**src/rtl/pe_pkg.sv**
```systemverilog
// Shared types and helpers for the grant controller: FSM state encoding,
// requester count/index width, and one-hot <-> index conversion.
package pe_pkg;

    localparam int PE_NUM_REQ = 3;
    localparam int PE_ID_W    = 2;

    typedef enum logic [1:0] {
        ST_IDLE    = 2'd0,
        ST_GRANT   = 2'd1,
        ST_RELEASE = 2'd2
    } pe_state_e;

    // Highest set bit wins, so a multi-hot vector still yields a defined index.
    function automatic logic [PE_ID_W-1:0] pe_onehot_to_idx(input logic [PE_NUM_REQ-1:0] vec);
        logic [PE_ID_W-1:0] idx;
        idx = '0;
        if (vec[2]) begin
            idx = 2'd2;
        end else if (vec[1]) begin
            idx = 2'd1;
        end
        return idx;
    endfunction

    function automatic logic [PE_NUM_REQ-1:0] pe_idx_to_onehot(input logic [PE_ID_W-1:0] idx);
        logic [PE_NUM_REQ-1:0] vec;
        vec = '0;
        case (idx)
            2'd0:    vec = 3'b001;
            2'd1:    vec = 3'b010;
            2'd2:    vec = 3'b100;
            default: vec = 3'b000;
        endcase
        return vec;
    endfunction

endpackage

```
**src/rtl/pe_onehot_enc.sv**
```systemverilog
// Combinational classifier of the 3-bit request vector: index, empty and multi-hot flags.
// Latency 0; no flow control.
module pe_onehot_enc
    import pe_pkg::*;
(
    input  logic [PE_NUM_REQ-1:0] vec_i,
    output logic [PE_ID_W-1:0]    id_o,
    output logic                  is_zero_o,
    output logic                  is_multihot_o
);

    assign id_o          = pe_onehot_to_idx(vec_i);
    assign is_zero_o     = (vec_i == '0);
    // Clearing the lowest set bit leaves something behind only when two or more bits are set.
    assign is_multihot_o = ((vec_i & (vec_i - 3'd1)) != '0);

endmodule

```
**src/rtl/pe_grant_ctrl.sv**
```systemverilog
// Grant controller: latches a one-hot request, holds it until ack, waits for the request to drop.
// Latency: grant 1 cycle after request; holds the grant until ack (or timeout with PE_GRANT_TIMEOUT_EN).
module pe_grant_ctrl
    import pe_pkg::*;
#(
    parameter int unsigned TIMEOUT_CYCLES = 15
) (
    input  logic                  clk,
    input  logic                  rst,
    input  logic [PE_NUM_REQ-1:0] req_onehot,
    input  logic                  ack,
    output logic                  grant_valid,
    output logic [PE_ID_W-1:0]    grant_id,
    output logic [PE_NUM_REQ-1:0] grant_onehot,
    output logic                  err_multihot,
    output logic                  timeout,
    output logic [7:0]            grant_count
);

    pe_state_e             state_q, state_d;
    logic                  vld_q, vld_d;
    logic [PE_ID_W-1:0]    id_q, id_d;
    logic [PE_NUM_REQ-1:0] held_q, held_d;
    logic                  err_q, err_d;
    logic [7:0]            cnt_q, cnt_d;

    logic [PE_ID_W-1:0]    enc_id;
    logic                  enc_zero;
    logic                  enc_multi;

    pe_onehot_enc u_enc (
        .vec_i         (req_onehot),
        .id_o          (enc_id),
        .is_zero_o     (enc_zero),
        .is_multihot_o (enc_multi)
    );

`ifdef PE_GRANT_TIMEOUT_EN
    localparam logic [7:0] TMO_LAST = 8'(TIMEOUT_CYCLES - 1);

    logic [7:0] tcnt_q, tcnt_d;
    logic       tmo_q, tmo_d;

    // Counts consecutive un-acked cycles spent in GRANT; zero in every other state.
    assign tcnt_d = (state_q == ST_GRANT) ? tcnt_q + 8'd1 : 8'd0;

    always_ff @(posedge clk) begin
        if (rst) begin
            tcnt_q <= 8'd0;
            tmo_q  <= 1'b0;
        end else begin
            tcnt_q <= tcnt_d;
            tmo_q  <= tmo_d;
        end
    end

    assign timeout = tmo_q;
`else
    logic [7:0] unused_tmo_cfg;
    assign unused_tmo_cfg = 8'(TIMEOUT_CYCLES);
    assign timeout        = 1'b0;
`endif

    always_comb begin
        state_d = state_q;
        vld_d   = vld_q;
        id_d    = id_q;
        held_d  = held_q;
        err_d   = 1'b0;
        cnt_d   = cnt_q;
`ifdef PE_GRANT_TIMEOUT_EN
        tmo_d   = 1'b0;
`endif
        case (state_q)
            ST_IDLE: begin
                if (!enc_zero) begin
                    if (enc_multi) begin
                        err_d = 1'b1;
                    end else begin
                        state_d = ST_GRANT;
                        vld_d   = 1'b1;
                        id_d    = enc_id;
                        held_d  = req_onehot;
                    end
                end
            end
            ST_GRANT: begin
                // ack is checked first so it wins over an expiring timer.
                if (ack) begin
                    state_d = ST_RELEASE;
                    vld_d   = 1'b0;
                    cnt_d   = cnt_q + 8'd1;
                end
`ifdef PE_GRANT_TIMEOUT_EN
                else if (tcnt_q == TMO_LAST) begin
                    state_d = ST_RELEASE;
                    vld_d   = 1'b0;
                    tmo_d   = 1'b1;
                end
`endif
            end
            ST_RELEASE: begin
                // Block re-grant until the served requester has dropped its bit.
                if ((req_onehot & held_q) == '0) begin
                    state_d = ST_IDLE;
                end
            end
            default: begin
                state_d = ST_IDLE;
                vld_d   = 1'b0;
            end
        endcase
    end

    always_ff @(posedge clk) begin
        if (rst) begin
            state_q <= ST_IDLE;
            vld_q   <= 1'b0;
            id_q    <= '0;
            held_q  <= '0;
            err_q   <= 1'b0;
            cnt_q   <= 8'd0;
        end else begin
            state_q <= state_d;
            vld_q   <= vld_d;
            id_q    <= id_d;
            held_q  <= held_d;
            err_q   <= err_d;
            cnt_q   <= cnt_d;
        end
    end

    assign grant_valid  = vld_q;
    assign grant_id     = id_q;
    assign grant_onehot = vld_q ? pe_idx_to_onehot(id_q) : '0;
    assign err_multihot = err_q;
    assign grant_count  = cnt_q;

endmodule

```
**config.mk**
```make
export PLATFORM = sky130hd
export DESIGN_NAME = pe_grant_ctrl
export DESIGN_NICKNAME = d
export VERILOG_FILES = /design/src/rtl/pe_pkg.sv /design/src/rtl/pe_onehot_enc.sv /design/src/rtl/pe_grant_ctrl.sv
export SDC_FILE = /design/constraint.sdc
export NUM_CORES = 1
export LEC_CHECK = 0
export ABC_AREA = 0
export BUFFER_PORTS_ARGS = -buffer_cell sky130_fd_sc_hd__buf_2
export CAP_MARGIN = 20
export CELL_PAD_IN_SITES_DETAIL_PLACEMENT = 0
export CELL_PAD_IN_SITES_GLOBAL_PLACEMENT = 1
export CORE_ASPECT_RATIO = 0.8
export CORE_UTILIZATION = 39
export CTS_BUF_LIST = sky130_fd_sc_hd__clkbuf_2 sky130_fd_sc_hd__clkbuf_4 sky130_fd_sc_hd__clkbuf_8
export DETAILED_ROUTE_END_ITERATION = 10
export HOLD_SLACK_MARGIN = 0.15
export MAX_ROUTING_LAYER = met4
export PLACE_DENSITY_LB_ADDON = 0.1
export SLEW_MARGIN = 20
export SYNTH_ARGS = -nofsm -noshare
export SYNTH_HDL_FRONTEND = slang
export SYNTH_HIERARCHICAL = 1
export SYNTH_SLANG_ARGS = --single-unit
export TNS_END_PERCENT = 20
```
**constraint.sdc**
```tcl
create_clock -name clk -period 1.8 [get_ports clk]
set_clock_uncertainty 0.2 [all_clocks]
set_input_delay 0.27 -clock clk [delete_from_list [all_inputs] [get_ports clk]]
set_output_delay 0.27 -clock clk [all_outputs]
set_load 0.1 [all_outputs]
```
## Word-level counts from Yosys, hierarchy flattened

Cells that the tools add are included.

- Add/sub/neg operators: 2
- Equality and inequality tests: 8
- Multiplexer cells: 14
- Bitwise operators: 6
- Reduce and logical (&&, ||, !) cells: 10

Operator list:

| cell | count |
|---|---|
| two-way mux 2 bit | 5 |
| case mux 3 bit (3 select lines) | 1 |
| adder 8 x 1 -> 8 bit (second input constant) | 1 |
| inequality test 2 bit (second input constant) | 4 |
| AND reduction 4 bit | 2 |
| bitwise AND 3 bit | 2 |
| logical NOT 3 bit | 2 |
| case mux 2 bit (3 select lines) | 1 |
| two-way mux 1 bit | 5 |
| equality test 2 x 1 -> 1 bit (second input constant) | 2 |
| equality test 2 bit (second input constant) | 2 |
| logical NOT 2 bit | 2 |
| inverter 1 bit | 4 |
| two-way mux 3 bit | 1 |
| case mux 1 bit (3 select lines) | 1 |
| AND reduction 3 bit | 1 |
| nonzero test 3 bit | 1 |
| OR reduction 3 bit | 1 |
| subtractor 3 x 1 -> 3 bit (second input constant) | 1 |
| AND reduction 2 bit | 1 |

- Bits in registers: 17
- Bits of input ports: 6
- Output and inout port bits: 16
- Word-level logic and storage cells: 46

## Longest topological paths before layout

- Depth in word-level cells: 6
- Depth in mapped cells: 4
- Depth with buffers taken out: 4

## Modules after synthesis

The synthesis kept the hierarchy.

Modules (own cells, without submodules):

| module | instances | cells an instance | area an instance (um2) | seq. area each (um2) |
|---|---|---|---|---|
| pe_grant_ctrl | 1 | 78 | 768.2 | 340.3 |
| pe_onehot_enc | 1 | 4 | 32.5 | 0.0 |

## Worst setup path after synthesis

Ideal clock, no wire load.

- Path kind: register to output
- Start point: register vld_q, in the netlist grant_valid
- End point: output grant_onehot[0]
- Arrival time: 3.279 ns
- Setup slack: -1.949 ns
- Cell stages (with the launch flop): 2
- Path buffers: 0
- Cells stage by stage: dfxtp_1 nor3b_1

- Cells in the longest elaborated chain, start to end: 1

RTL lines:

| element | line | source |
|---|---|---|
| start: declaration | pe_grant_ctrl.sv:21 | `logic vld_q, vld_d;` |
| start signal: assignment | pe_grant_ctrl.sv:125 | `vld_q <= vld_d;` |
| two-way mux 3 bit | pe_grant_ctrl.sv:135 | `assign grant_onehot = vld_q ? pe_idx_to_onehot(id_q) : '0;` |
| end: declaration | pe_grant_ctrl.sv:14 | `output logic [PE_NUM_REQ-1:0] grant_onehot,` |

No other way between the ends.

## Worst setup path after layout

- Start point: input ack
- End point: register cnt_q[7], in the netlist grant_count[7]

- Cells in the longest elaborated chain, start to end: 1

RTL lines:

| element | line | source |
|---|---|---|
| start: declaration | pe_grant_ctrl.sv:11 | `input logic ack,` |
| AND reduction 2 bit (no line) | - |  |
| end signal: assignment | pe_grant_ctrl.sv:129 | `cnt_q <= cnt_d;` |
| end: declaration | pe_grant_ctrl.sv:25 | `logic [7:0] cnt_q, cnt_d;` |

No other way between the ends.
A chain may end at the register's enable or synchronous reset.

==> impl_metrics.yaml <==
pwr:
  sw_frac_of_total_pct: 33.6
  p_comb_share_pct: 25.4
  seqPwrFrac_pct: 49.1
  p_int_mw: 0.563
  vdd_drop_max_mv: 0.418
  p_total_mw: 0.847
  p_switching_mw: 0.285
  p_leak_nw: 0.467
  power_density_mw_per_mm2: 807
  clockPowerShare_pct: 25.4
placement:
  place_ws_ns: 0.0952
  gp_congestion: 0.742
  place_inst: 126
  portBuffers: 20
clock_network:
  ctsRootBufferMaster: "clkbuf_4"
  cts_tree: "yes"
  clkTransAtPathRegs_ns: 0.09
  cts.sinks: 17
  h-tree-depth: 1
  numCtsBuffers: 3
  clk_latency_ns: 0.29
  clockBufferDepth: 2
yosys:
  yosysSeqAreaShare_pct: 42.5
  yosys_most_used_dff: "dfxtp_1"
  synth-edff-count: 0
  ys_types: 31
  synth_common_cells: "17 x dfxtp_1, 12 x nor2_1, 6 x a21oi_1, 6 x mux2i_1"
  yosys_warnings: 6
  ys_seq_elements: 17
  synth_top_family_by_area: "simple AND/OR/NAND/NOR gates"
  synth_fp_nets: 89
  synth_compound_area_share_pct: 10.3
  avgSynthCellArea_um2: 9.77
  yosys.area.top_type: "dfxtp_1"
  synth-simple-area-share_pct: 29.4
  netlist.area_leader.share_pct: 42.5
  synthAdderAreaFrac_pct: 2.97
  synth.cell_area_um2: 801
  synth.most_common_cell: "dfxtp_1"
  synthArstFlopShare_pct: 0
  synth_mux_area_share_pct: 7.50
  synth-xor-area-share_pct: 2.19
  synth_cells: 82
  synthTopCellsByArea: "dfxtp_1 43%, mux2i_1 7.5%, nor2_1 5.6%"
finish:
  syn_to_final_growth_pct: 31.1
  fin_cells: 134
  drive_above_1_share_pct: 40.0
  post-route-util_pct: 55.0
  nets: 118
  diodes: 0
die:
  core_mm2: 0.00191
  start_util_pct: 41.9
  io_pins: 22
  fp.dieH_um: 42.5
  die_w_um: 52.7
  dieArea_mm2: 0.00224
  num_rows: 14
sta:
  finalSetupViolCount: 0
  max_freq_mhz: 568
  min_period_ns: 1.76
  hold_violations: 0
  holdWs_ns: 0.170
  slew_violations: 0
  fin_crit_sh_pct: 97.9
  setup_slack_ns: 0.0381
status:
  status: "completed"
setup_path:
  cp_cell_sequence: "dlygate4sd3_1 > buf_4 > nand3b_4 > or4_1 > a21oi_1"
  crit_buf_inv: 2
  required_ns: 1.83
  critical_path_class: "primary input to flop"
  slowest_delay_ns: 0.55
  end_kind: "flop"
  arrival_ns: 1.79
  cp_max_fo: 9
  cp_top_family: "simple AND/OR/NAND/NOR gates"
  critPathSlowestCell: "or4_1"
  critPathLaunchType: "primary input"
detailed_routing:
  vias_per_cell: 4.84
  drc: 0
  first_pass_iters: 4
  antenna_left: 0
  vias: 649
  routed_wl_mm: 1.59
  wl_per_cell_um: 11.8
  drt_first_iter_violations: 15
grt:
  grt_start_max_net_pins: 18
  track_usage_pct: 16.5
  first_global_vias: 561
  antenna_found_initial: 0
  grt_first_pass_wirelength_mm: 2.56
  grt_overflow: 0
worst_hold_path:
  hp-class: "primary input to flop"
run:
  maxCapViolations: 0
[area by class of cell]
class	count	area (µm²)
tap	24	30.0
clock buffer	4	30.0
timing repair buffer	29	188
sequential	17	352
fill	191	860
multi-input combinational	58	443
inverter	2	7.51
[kinds of logic after synthesis]
family | Yosys count
buf+inv | 7
compound gates | 13
other cells | 1
fa+ha+maj | 2
xor+xnor | 2
simple gates | 34
flops | 17
mux | 6
[worst reg2reg max path: cells and delay by family (launching register included)]
kind            cells  cell delay [ns]
simple gates        2             0.75
flops               1             0.56
compound gates      1             0.15
[registers in the layout, summed over array words and instances, names as in the netlist]
signal,count
grant_valid,1
grant_id,2
err_multihot,1
state_q,2
held_q,3
grant_count,8
[timing repair]
action | 4_1_cts | 5_1_grt
hold buffers | 4 | 0
resized for setup | 0 | 5
setup endpoints to repair | 0 | 4
buffers inserted | 0 | 0
hold endpoints to repair | 9 | 0
[worst paths after layout]
| check | to | depth (start not counted) | from | slack, ns |
|---|---|---|---|---|
| hold reg to reg | held_q[1] | 2 | held_q[1] | 0.30 |
| setup / recovery | grant_count[7] | 5 | ack | 0.04 |
| setup reg to reg | grant_count[7] | 3 | state_q[0] | 0.08 |
| hold / removal | held_q[2] | 4 | req_onehot[2] | 0.17 |
[power groups by stage]
stage	Sequential, mW	Clock (mW)	Combinational [mW]
2_1_floorplan	0.483	0	0.110
3_3_place_gp	0.425	0	0.207
3_5_place_dp	0.425	0	0.207
4_1_cts	0.416	0.224	0.214
5_1_grt	0.420	0.247	0.228
6_report	0.416	0.216	0.215
[metal layers]
layer,vias up,track usage [%],wire length [µm]
met3,2,7.61,93
li1,347,-,-
met2,16,20.0,621
met1,284,23.2,847
met5,-,-,0
met4,0,6.32,22
[stage by stage]
stage          cell area, µm²  setup TNS [ns]
6_report                 1050               0
5_1_grt                  1050         -0.0252
4_1_cts                  1040               0
3_5_place_dp              970               0
3_3_place_gp              970               0
2_1_floorplan             832           -1.59
[placed cells by master, fill, tap and decap left out, types with 2 or more instances in the layout]
cell type	n
buf_2	16
dfxtp_1	12
nor2_1	11
clkbuf_4	7
a21oi_1	6
mux2i_1	6
buf_4	6
o31ai_1	4
or4_1	4
dlygate4sd3_1	4
dfxtp_2	3
nand2_1	2
nand3_1	2
inv_1	2
nor3_1	2
dfxtp_4	2
(Power assumes the default switching activity.)
